## src/rtl/uart_tx_queue_if.sv

```systemverilog
// Bus-side write port and transmitter launch handshake of the UART TX byte queue.
interface uart_tx_queue_if #(parameter int DEPTH = 8);
  logic                     wr_en;
  logic [7:0]               wr_data;
  logic                     ovf_clr;
  logic                     tx_done;
  logic                     trmt;
  logic [7:0]               tx_data;
  logic                     full;
  logic                     empty;
  logic [$clog2(DEPTH):0]   count;
  logic                     ovf;

  modport slave  (input  wr_en, wr_data, ovf_clr, tx_done,
                  output trmt, tx_data, full, empty, count, ovf);
  modport master (output wr_en, wr_data, ovf_clr, tx_done,
                  input  trmt, tx_data, full, empty, count, ovf);
endinterface

```

## src/rtl/uart_tx_queue.sv

```systemverilog
// DEPTH-entry byte FIFO feeding the UART transmitter one byte per frame via
// a registered trmt pulse; sticky ovf records writes dropped while full.
module uart_tx_queue #(
  parameter int DEPTH = 8
) (
  input  logic           clk,
  input  logic           rst,
  uart_tx_queue_if.slave bus
);
  localparam int AW = $clog2(DEPTH);

  typedef enum logic [1:0] {IDLE, ARM, WAIT_DONE} state_t;

  state_t        state, state_d;
  logic [7:0]    mem [DEPTH];
  logic [AW-1:0] wr_ptr, rd_ptr;
  logic [AW:0]   count;
  logic          ovf, trmt, wait_first;
  logic [7:0]    tx_data;
  logic          full, empty, wr_acc, wr_drop, pop;

  assign full    = (count == (AW+1)'(DEPTH));
  assign empty   = (count == '0);
  assign wr_acc  = bus.wr_en && !full;
  assign wr_drop = bus.wr_en && full;

  // tx_done from the previous frame may still be visible in the first
  // WAIT_DONE cycle, so that cycle's evaluation ignores it.
  always_comb begin
    state_d = state;
    pop     = 1'b0;
    unique case (state)
      IDLE:      if (!empty) begin
                   pop     = 1'b1;
                   state_d = ARM;
                 end
      ARM:       state_d = WAIT_DONE;
      WAIT_DONE: if (bus.tx_done && !wait_first) state_d = IDLE;
      default:   state_d = IDLE;
    endcase
  end

  always_ff @(posedge clk) begin
    if (rst) begin
      state      <= IDLE;
      wait_first <= 1'b0;
      wr_ptr     <= '0;
      rd_ptr     <= '0;
      count      <= '0;
      ovf        <= 1'b0;
      trmt       <= 1'b0;
      tx_data    <= 8'h00;
    end else begin
      state      <= state_d;
      wait_first <= (state == ARM);
      trmt       <= pop;
      if (pop) begin
        tx_data <= mem[rd_ptr];
        rd_ptr  <= rd_ptr + 1'b1;
      end
      if (wr_acc) wr_ptr <= wr_ptr + 1'b1;
      case ({wr_acc, pop})
        2'b10:   count <= count + 1'b1;
        2'b01:   count <= count - 1'b1;
        default: count <= count;
      endcase
      if (wr_drop)          ovf <= 1'b1;
      else if (bus.ovf_clr) ovf <= 1'b0;
    end
  end

  always_ff @(posedge clk) begin
    if (wr_acc) mem[wr_ptr] <= bus.wr_data;
  end

  assign bus.trmt    = trmt;
  assign bus.tx_data = tx_data;
  assign bus.full    = full;
  assign bus.empty   = empty;
  assign bus.count   = count;
  assign bus.ovf     = ovf;
endmodule
```

## src/flat_wrapper.sv

```systemverilog
// flat-port wrapper written by rule: the top's interface ports become plain ports
module uart_tx_queue_flat 
#(
  parameter int DEPTH = 8
)
  (clk, rst, bus_wr_en, bus_wr_data, bus_ovf_clr, bus_tx_done, bus_trmt, bus_tx_data, bus_full, bus_empty, bus_count, bus_ovf);
  uart_tx_queue_if #(.DEPTH(DEPTH)) bus_i ();
  input  logic clk;
  input  logic rst;
  input wire logic [$bits(bus_i.wr_en)-1:0] bus_wr_en;
  input wire logic [$bits(bus_i.wr_data)-1:0] bus_wr_data;
  input wire logic [$bits(bus_i.ovf_clr)-1:0] bus_ovf_clr;
  input wire logic [$bits(bus_i.tx_done)-1:0] bus_tx_done;
  output wire logic [$bits(bus_i.trmt)-1:0] bus_trmt;
  output wire logic [$bits(bus_i.tx_data)-1:0] bus_tx_data;
  output wire logic [$bits(bus_i.full)-1:0] bus_full;
  output wire logic [$bits(bus_i.empty)-1:0] bus_empty;
  output wire logic [$bits(bus_i.count)-1:0] bus_count;
  output wire logic [$bits(bus_i.ovf)-1:0] bus_ovf;
  assign bus_i.wr_en = bus_wr_en;
  assign bus_i.wr_data = bus_wr_data;
  assign bus_i.ovf_clr = bus_ovf_clr;
  assign bus_i.tx_done = bus_tx_done;
  assign bus_trmt = bus_i.trmt;
  assign bus_tx_data = bus_i.tx_data;
  assign bus_full = bus_i.full;
  assign bus_empty = bus_i.empty;
  assign bus_count = bus_i.count;
  assign bus_ovf = bus_i.ovf;
  uart_tx_queue #(.DEPTH(DEPTH)) u_core (.clk(clk), .rst(rst), .bus(bus_i));
endmodule
```

## config.mk

```make
export PLATFORM = sky130hd
export DESIGN_NAME = uart_tx_queue_flat
export DESIGN_NICKNAME = d
export VERILOG_FILES = /design/src/rtl/uart_tx_queue_if.sv /design/src/rtl/uart_tx_queue.sv /design/src/flat_wrapper.sv
export SDC_FILE = /design/constraint.sdc
export NUM_CORES = 1
export LEC_CHECK = 0
export BUFFER_PORTS_ARGS = -buffer_cell sky130_fd_sc_hd__buf_2
export CORE_MARGIN = 1
export CORE_UTILIZATION = 63
export CTS_BUF_LIST = sky130_fd_sc_hd__clkbuf_4 sky130_fd_sc_hd__clkbuf_8 sky130_fd_sc_hd__clkbuf_16
export CTS_CLUSTER_SIZE = 16
export DETAILED_ROUTE_END_ITERATION = 12
export PLACE_DENSITY = 0.84
export SYNTH_ARGS = -nofsm -noshare
export SYNTH_HDL_FRONTEND = slang
export SYNTH_SLANG_ARGS = --single-unit
```

## constraint.sdc

```tcl
create_clock -name clk -period 3.8 [get_ports clk]
set_input_delay 0.76 -clock clk [delete_from_list [all_inputs] [get_ports clk]]
set_output_delay 0.76 -clock clk [all_outputs]
set_load 0.05 [all_outputs]
```

==> flow_metrics.py, run 1 <==
metrics = {
    "route": {
        "drc": 0,
        "via_per_inst": 5.80,
        "dr.pass1.iters": 4,
        "drt_iter0_drc": 111,
        "ant_nets": 0,
        "dr_total_vias": 1849,
        "post_drt_wl_per_cell_um": 18.7,
        "wl_um": 5960,
    },
    "cells_and_area": {
        "nNetsFinal": 262,
        "area_delta_synth_final_pct": 13.2,
        "n_antenna_cell": 0,
        "drive_gt1_frac": 0.297,
        "nFillCells": 330,
        "fin_util": 0.748,
    },
    "synth": {
        "ys.flop_type": "edfxtp_1",
        "seq_area_frac_synth": 0.701,
        "yosys-top-cells-area": "edfxtp_1 57%, dfxtp_1 14%, mux4_2 11%",
        "ys_async_sr_fraction": 0,
        "post-synth-top-area-fraction": 0.566,
        "synth-edff-count": 64,
        "yosysTopAreaCell": "edfxtp_1",
        "synth_seq_cells": 87,
        "syn_nets": 225,
        "yosysMostFrequentCell": "edfxtp_1",
        "postSynthCellCount": 207,
        "ys_types": 35,
        "synth_common_cells": "64 x edfxtp_1, 23 x dfxtp_1, 22 x nor2_1",
        "synthesis.area_um2": 3400,
        "syn_area_per_cell_um2": 16.4,
        "yosys_warnings": 0,
    },
    "placement": {
        "dpl_worst_slack_ns": 0.910,
        "port_buffers": 28,
        "dp_hpwl_um": 3670,
        "gp_congestion": 0.741,
    },
    "critical_path": {
        "crit_fanout": 12,
        "required_ns": 4.04,
        "cp.arrival_ns": 3.15,
        "reg2regPathDepth": 7,
        "rr_endpoint": "u_core.bus.count[3]$_SDFFE_PP0P_",
        "path_cells": "or4_4 > inv_2 > nor3_2 > ha_1 > or3_1 > o32ai_1 > mux2_2",
        "crit_path_max_incr_delay_ns": 0.69,
        "endpoint_kind": "flip-flop",
        "crit_path_top_delay_cell": "nor3_2",
        "reg2reg_slack_ns": 0.89,
        "critPathLaunchType": "flip-flop",
        "crit_start": "u_core.bus.count[1]$_SDFFE_PP0P_",
        "worst-setup-path-type": "reg2reg",
        "worstReg2RegStart": "u_core.bus.count[1]$_SDFFE_PP0P_",
    },
    "timing": {
        "worst_slew_pin_slew_ns": 0.958,
        "finalSetupTns_ns": 0,
        "setup_violations": 0,
        "grt_setup_unrepaired": "false",
        "skew_ns": 0.0107,
        "period_minus_slack_ns": 2.91,
        "fmax_mhz": 344,
        "relSlewSlack": 0.359,
        "maxSlewViolCount": 0,
        "period_share": 0.765,
        "hold_viol_final": 0,
        "fin_ws_ns": 0.891,
    },
    "floorplanning": {
        "core_area_um2": 5140,
        "dieArea_um2": 5690,
        "die_w_um": 75.4,
        "num_rows": 26,
        "start_util": 0.661,
        "die_h_um": 75.4,
        "io_pins": 29,
    },
    "worst_hold_path": {
        "hold_end": "u_core.bus.tx_data[4]$_SDFFE_PP0P_",
        "worstHoldStart": "u_core.bus.tx_data[4]$_SDFFE_PP0P_",
        "whs_path_depth": 2,
        "min_path_type": "reg2reg",
    },
    "pwr": {
        "power.internal_w": 0.00192,
        "ir_worst_vdd_mv": 0.575,
        "switching_share": 0.369,
        "leakage_nw": 1.37,
        "seqPwrFrac": 0.418,
        "p_switching_w": 0.00112,
        "power_frac_clock": 0.235,
        "p_comb_frac": 0.347,
        "power_density_nw_per_um2": 790,
    },
    "clocking": {
        "clkTransAtPathRegs_ns": 0.09,
        "cts-root-buf": "clkbuf_8",
        "cts_max_level": 3,
        "cts_sinks": 87,
        "clock_tree.buffer_depth": 2,
        "post-cts-setup-buffers": 0,
        "cts_resized": 0,
        "clk_latency_ns": 0.35,
        "cts_hold_buf": 0,
        "cts_buffers": 9,
        "tritoncts": "yes",
    },
    "job": {
        "maxCapViolations": 0,
    },
    "global_routing": {
        "grt_pass1_wl_um": 9020,
        "overflow": 0,
        "grt_start_max_net_pins": 25,
        "grt_pass1_vias": 1792,
        "antenna_found_initial": 0,
        "grt_usage": 0.240,
    },
    "outcome": {
        "outcome": "complete, no violations",
    },
}
[how the worst max path moves through the flow]
stage,endpoint,slack (ns),cells after the start
floorplan,u_core.bus.count[3]$_SDFFE_PP0P_,0.86,8
global placement,u_core.bus.count[3]$_SDFFE_PP0P_,1.0,7
detailed placement,u_core.bus.count[3]$_SDFFE_PP0P_,0.91,7
CTS,u_core.bus.count[3]$_SDFFE_PP0P_,0.90,7
global route,u_core.bus.count[2]$_SDFFE_PP0P_,0.66,10
finish,u_core.bus.count[3]$_SDFFE_PP0P_,0.89,7
[worst max-delay path: cells and delay by family (launching register included)]
family / cells / cell delay (ns)
and+or+nand+nor: 3 / 1.30
adders and majority gates: 1 / 0.43
DFF: 1 / 0.47
AOI/OAI and AO/OA: 1 / 0.18
muxes: 1 / 0.37
buffers and inverters: 1 / 0.05
[registers in the layout (all words and copies together), names as in the netlist]
register,cells
u_core.bus.count,4
u_core.state,2
u_core.bus.ovf,1
u_core.bus.tx_data,8
u_core.wr_ptr,3
u_core.rd_ptr,3
u_core.mem,64
u_core.bus.trmt,1
u_core.wait_first,1
[power groups by stage]
stage	sequential (W)	clock, W	combinational, W
floorplan	0.00146	0	0.000680
global placement	0.00129	0	0.00103
detailed placement	0.00129	0	0.00106
CTS	0.00127	0.000723	0.00106
global route	0.00129	0.000759	0.00115
finish	0.00127	0.000715	0.00105
[per-layer routing]
layer | wire length [µm] | GRT usage | up-vias
li1 | - | - | 874
met1 | 2560 | 0.299 | 909
met2 | 3020 | 0.396 | 54
met3 | 275 | 0.0635 | 12
met4 | 104 | 0.115 | 0
met5 | 0 | 0 | -
[per-stage QoR]
step	cell area (µm²)	hold WS [ns]	std cells	total power, W
after floorplan	3400	0.494	207	0.00214
after global placement	3620	0.488	303	0.00232
after detailed placement	3620	0.491	303	0.00235
after CTS	3850	0.506	319	0.00306
after global routing	3850	0.548	319	0.00320
final	3850	0.501	319	0.00304
[area by class of cell]
class	count	area, µm²	share of cell area
Tap cell	70	87.6	0.0228
Clock buffer	9	124	0.0322
Timing Repair Buffer	34	185	0.0481
Inverter	3	11.3	0.00293
Sequential cell	87	2380	0.619
Multi-Input combinational cell	109	951	0.247
Clock inverter	7	105	0.0273
[cells in the final DEF, fill, tap and decap left out, types with 2 or more instances in the layout]
cell type / count
bufinv_16: 2
clkbuf_8: 9
nand2_1: 2
xor2_1: 5
dfxtp_1: 23
edfxtp_1: 64
nand3_2: 2
or3_1: 2
nor3_1: 12
buf_2: 28
nand2b_1: 4
inv_1: 2
ha_1: 5
o22ai_1: 8
mux2i_1: 2
clkinv_4: 2
buf_4: 6
nand3_1: 4
nor2_1: 22
nor2b_1: 5
mux4_2: 16
nor4_1: 3
a21oi_1: 6
[cell families (layout without fill, tap and decap cells)]
kind of cell	Yosys count	in the layout	synth area share
fa+ha+maj	5	5	0.0184
flops	87	87	0.701
simple gates	61	61	0.0965
buf+inv	11	53	0.0188
xor+xnor	7	7	0.0203
compound gates	17	17	0.0295
mux	19	19	0.115
Note: power is estimated with default switching activity, not from simulation.
==> run 2: changes to the inputs <==
Settings changed: CORE_UTILIZATION 63 to 53, PLACE_DENSITY 0.84 to 0.75.
Clock period 3.8 ns to 2.6 ns, I/O delays scaled along.
==> run 2 against run 1 <==
  * Sequential power is 46% higher
  * Clock power up 32%
  * Hold slack got worse by 0.068 ns
  * Die area is 18% higher
  * Critical endpoint is now u_core.bus.count[2]$_SDFFE_PP0P_
  * Clock skew up 0.0037 ns
  * Flip-flop and latch count stayed put
  * Count of clock-buffer cells in the layout unchanged
  * Sequential share of layout area decreased by 0.72 points
==> flow_metrics.py, run 2 (synthesis results as in run 1) <==
metrics = {
    "outcome": {
        "outcome": "complete, no violations",
    },
    "route": {
        "wl_um": 6160,
        "drt_iter0_drc": 187,
        "dr_total_vias": 1874,
        "ant_nets": 0,
        "via_per_inst": 5.68,
        "post_drt_wl_per_cell_um": 18.7,
        "dr.pass1.iters": 4,
        "drc": 0,
    },
    "cells_and_area": {
        "max_flop_register": "u_core.mem",
        "drive_gt1_frac": 0.337,
        "reg_top3": "u_core.mem: 64 flops, u_core.bus.tx_data: 8 flops, u_core.bus.count: 4 flops",
        "nNetsFinal": 268,
        "layout_commonest_cell": "edfxtp_1",
        "area_delta_synth_final_pct": 15.0,
        "mostFrequentLayoutCells": "64 x edfxtp_1, 28 x buf_2, 22 x nor2_1",
        "n_antenna_cell": 0,
        "fin_util": 0.645,
        "largest_register_ffs": 64,
    },
    "critical_path": {
        "cp.arrival_ns": 2.70,
        "endpoint_kind": "flip-flop",
        "critical-path-top-delay-family": "simple AND/OR/NAND/NOR gates",
        "crit_fanout": 8,
        "worstReg2RegStart": "u_core.bus.count[2]$_SDFFE_PP0P_",
        "crit_start": "u_core.bus.count[2]$_SDFFE_PP0P_",
        "critPathLaunchType": "flip-flop",
        "path_cells": "or4_4 > inv_8 > nor3_2 > ha_2 > xor2_1 > ha_1 > a21oi_1 > xor2_1 > or3_1 > a21oi_1",
        "path_buf_inv": 1,
        "worst-setup-path-type": "reg2reg",
        "required_ns": 2.87,
        "crit_path_max_incr_delay_ns": 0.61,
        "crit_path_top_delay_cell": "or4_4",
    },
    "global_routing": {
        "grt_start_max_net_pins": 25,
        "antenna_found_initial": 0,
        "grt_pass1_vias": 1830,
        "grt_usage": 0.203,
        "overflow": 0,
        "grt_pass1_wl_um": 9280,
    },
    "pwr": {
        "p_comb_frac": 0.372,
        "ir_worst_vdd_mv": 0.817,
        "switching_share": 0.376,
        "p_switching_w": 0.00167,
        "seqPwrFrac": 0.416,
        "power.internal_w": 0.00278,
        "power_density_nw_per_um2": 1140,
        "leakage_nw": 1.39,
        "power_frac_clock": 0.212,
    },
    "timing": {
        "grt_setup_unrepaired": "false",
        "maxSlewViolCount": 0,
        "finalSetupTns_ns": 0,
        "worst_slew_pin_slew_ns": 0.897,
        "relSlewSlack": 0.401,
        "fmax_mhz": 411,
        "hold_viol_final": 0,
        "setup_violations": 0,
        "fin_hold_ws_ns": 0.433,
        "period_minus_slack_ns": 2.43,
        "period_share": 0.936,
        "skew_ns": 0.0144,
    },
    "clocking": {
        "cts_max_level": 3,
        "clock_tree.buffer_depth": 2,
        "cts-root-buf": "clkbuf_8",
        "cts_resized": 0,
        "cts_hold_buf": 0,
        "cts_sinks": 87,
        "cts_buffers": 9,
        "tritoncts": "yes",
        "clkTransAtPathRegs_ns": 0.09,
        "clk_latency_ns": 0.35,
        "post-cts-setup-buffers": 0,
    },
    "floorplanning": {
        "dieArea_um2": 6730,
        "num_rows": 28,
        "die_w_um": 82.1,
        "die_h_um": 82.1,
        "start_util": 0.560,
        "io_pins": 29,
        "core_area_um2": 6060,
    },
    "placement": {
        "dp_hpwl_um": 3820,
        "gp_congestion": 0.778,
        "port_buffers": 28,
    },
    "job": {
        "maxCapViolations": 0,
    },
    "worst_hold_path": {
        "min_path_type": "in2reg",
        "worstHoldStart": "bus_wr_data[7]",
    },
}
## run 2: cell count changes in the layout (fill, tap and decap cells not counted), sizes merged
cell    delta
inv        +1
bufinv     -1
buf        +6
## run 2: area by class of cell
class / instances / area (µm²)
sequential: 87 / 2390
fill: 440 / 2150
multi-input combinational: 109 / 972
timing repair buffer: 40 / 230
clock buffer: 9 / 124
tap: 75 / 93.8
clock inverter: 7 / 76.3
inverter: 3 / 18.8
## run 2: power by group through the flow
stage	Combinational (W)	Clock [W]	Sequential, W
3_3_place_gp	0.00165	0	0.00187
6_report	0.00166	0.000944	0.00185
4_1_cts	0.00168	0.000960	0.00185
3_5_place_dp	0.00168	0	0.00188
2_1_floorplan	0.00105	0	0.00215
5_1_grt	0.00179	0.00101	0.00188
## run 2: layer usage
metal	vias to the layer above	global-route usage	wire length [µm]
li1	890	-	-
met4	0	0.0737	70
met1	937	0.262	2720
met3	5	0.0467	236
met2	42	0.335	3130
met5	-	0	0
## run 2: stage by stage
stage	setup WS [ns]	cells	power, W	area, µm²
floorplan	0.0164	207	0.00320	3430
global route	0.0383	330	0.00468	3910
finish	0.167	330	0.00446	3910
global placement	0.260	314	0.00352	3710
CTS	0.162	330	0.00449	3910
detailed placement	0.198	314	0.00356	3710
## run 2: path summary, 6_finish.rpt
check | depth (start not counted) | end | slack, ns
worst max-delay path | 10 | u_core.bus.count[2]$_SDFFE_PP0P_ | 0.17
worst min register to register | 2 | u_core.bus.tx_data[6]$_SDFFE_PP0P_ | 0.50
worst max register to register | 10 | u_core.bus.count[2]$_SDFFE_PP0P_ | 0.17
worst min-delay path | 1 | u_core.mem[3][7]$_DFFE_PP_ | 0.43
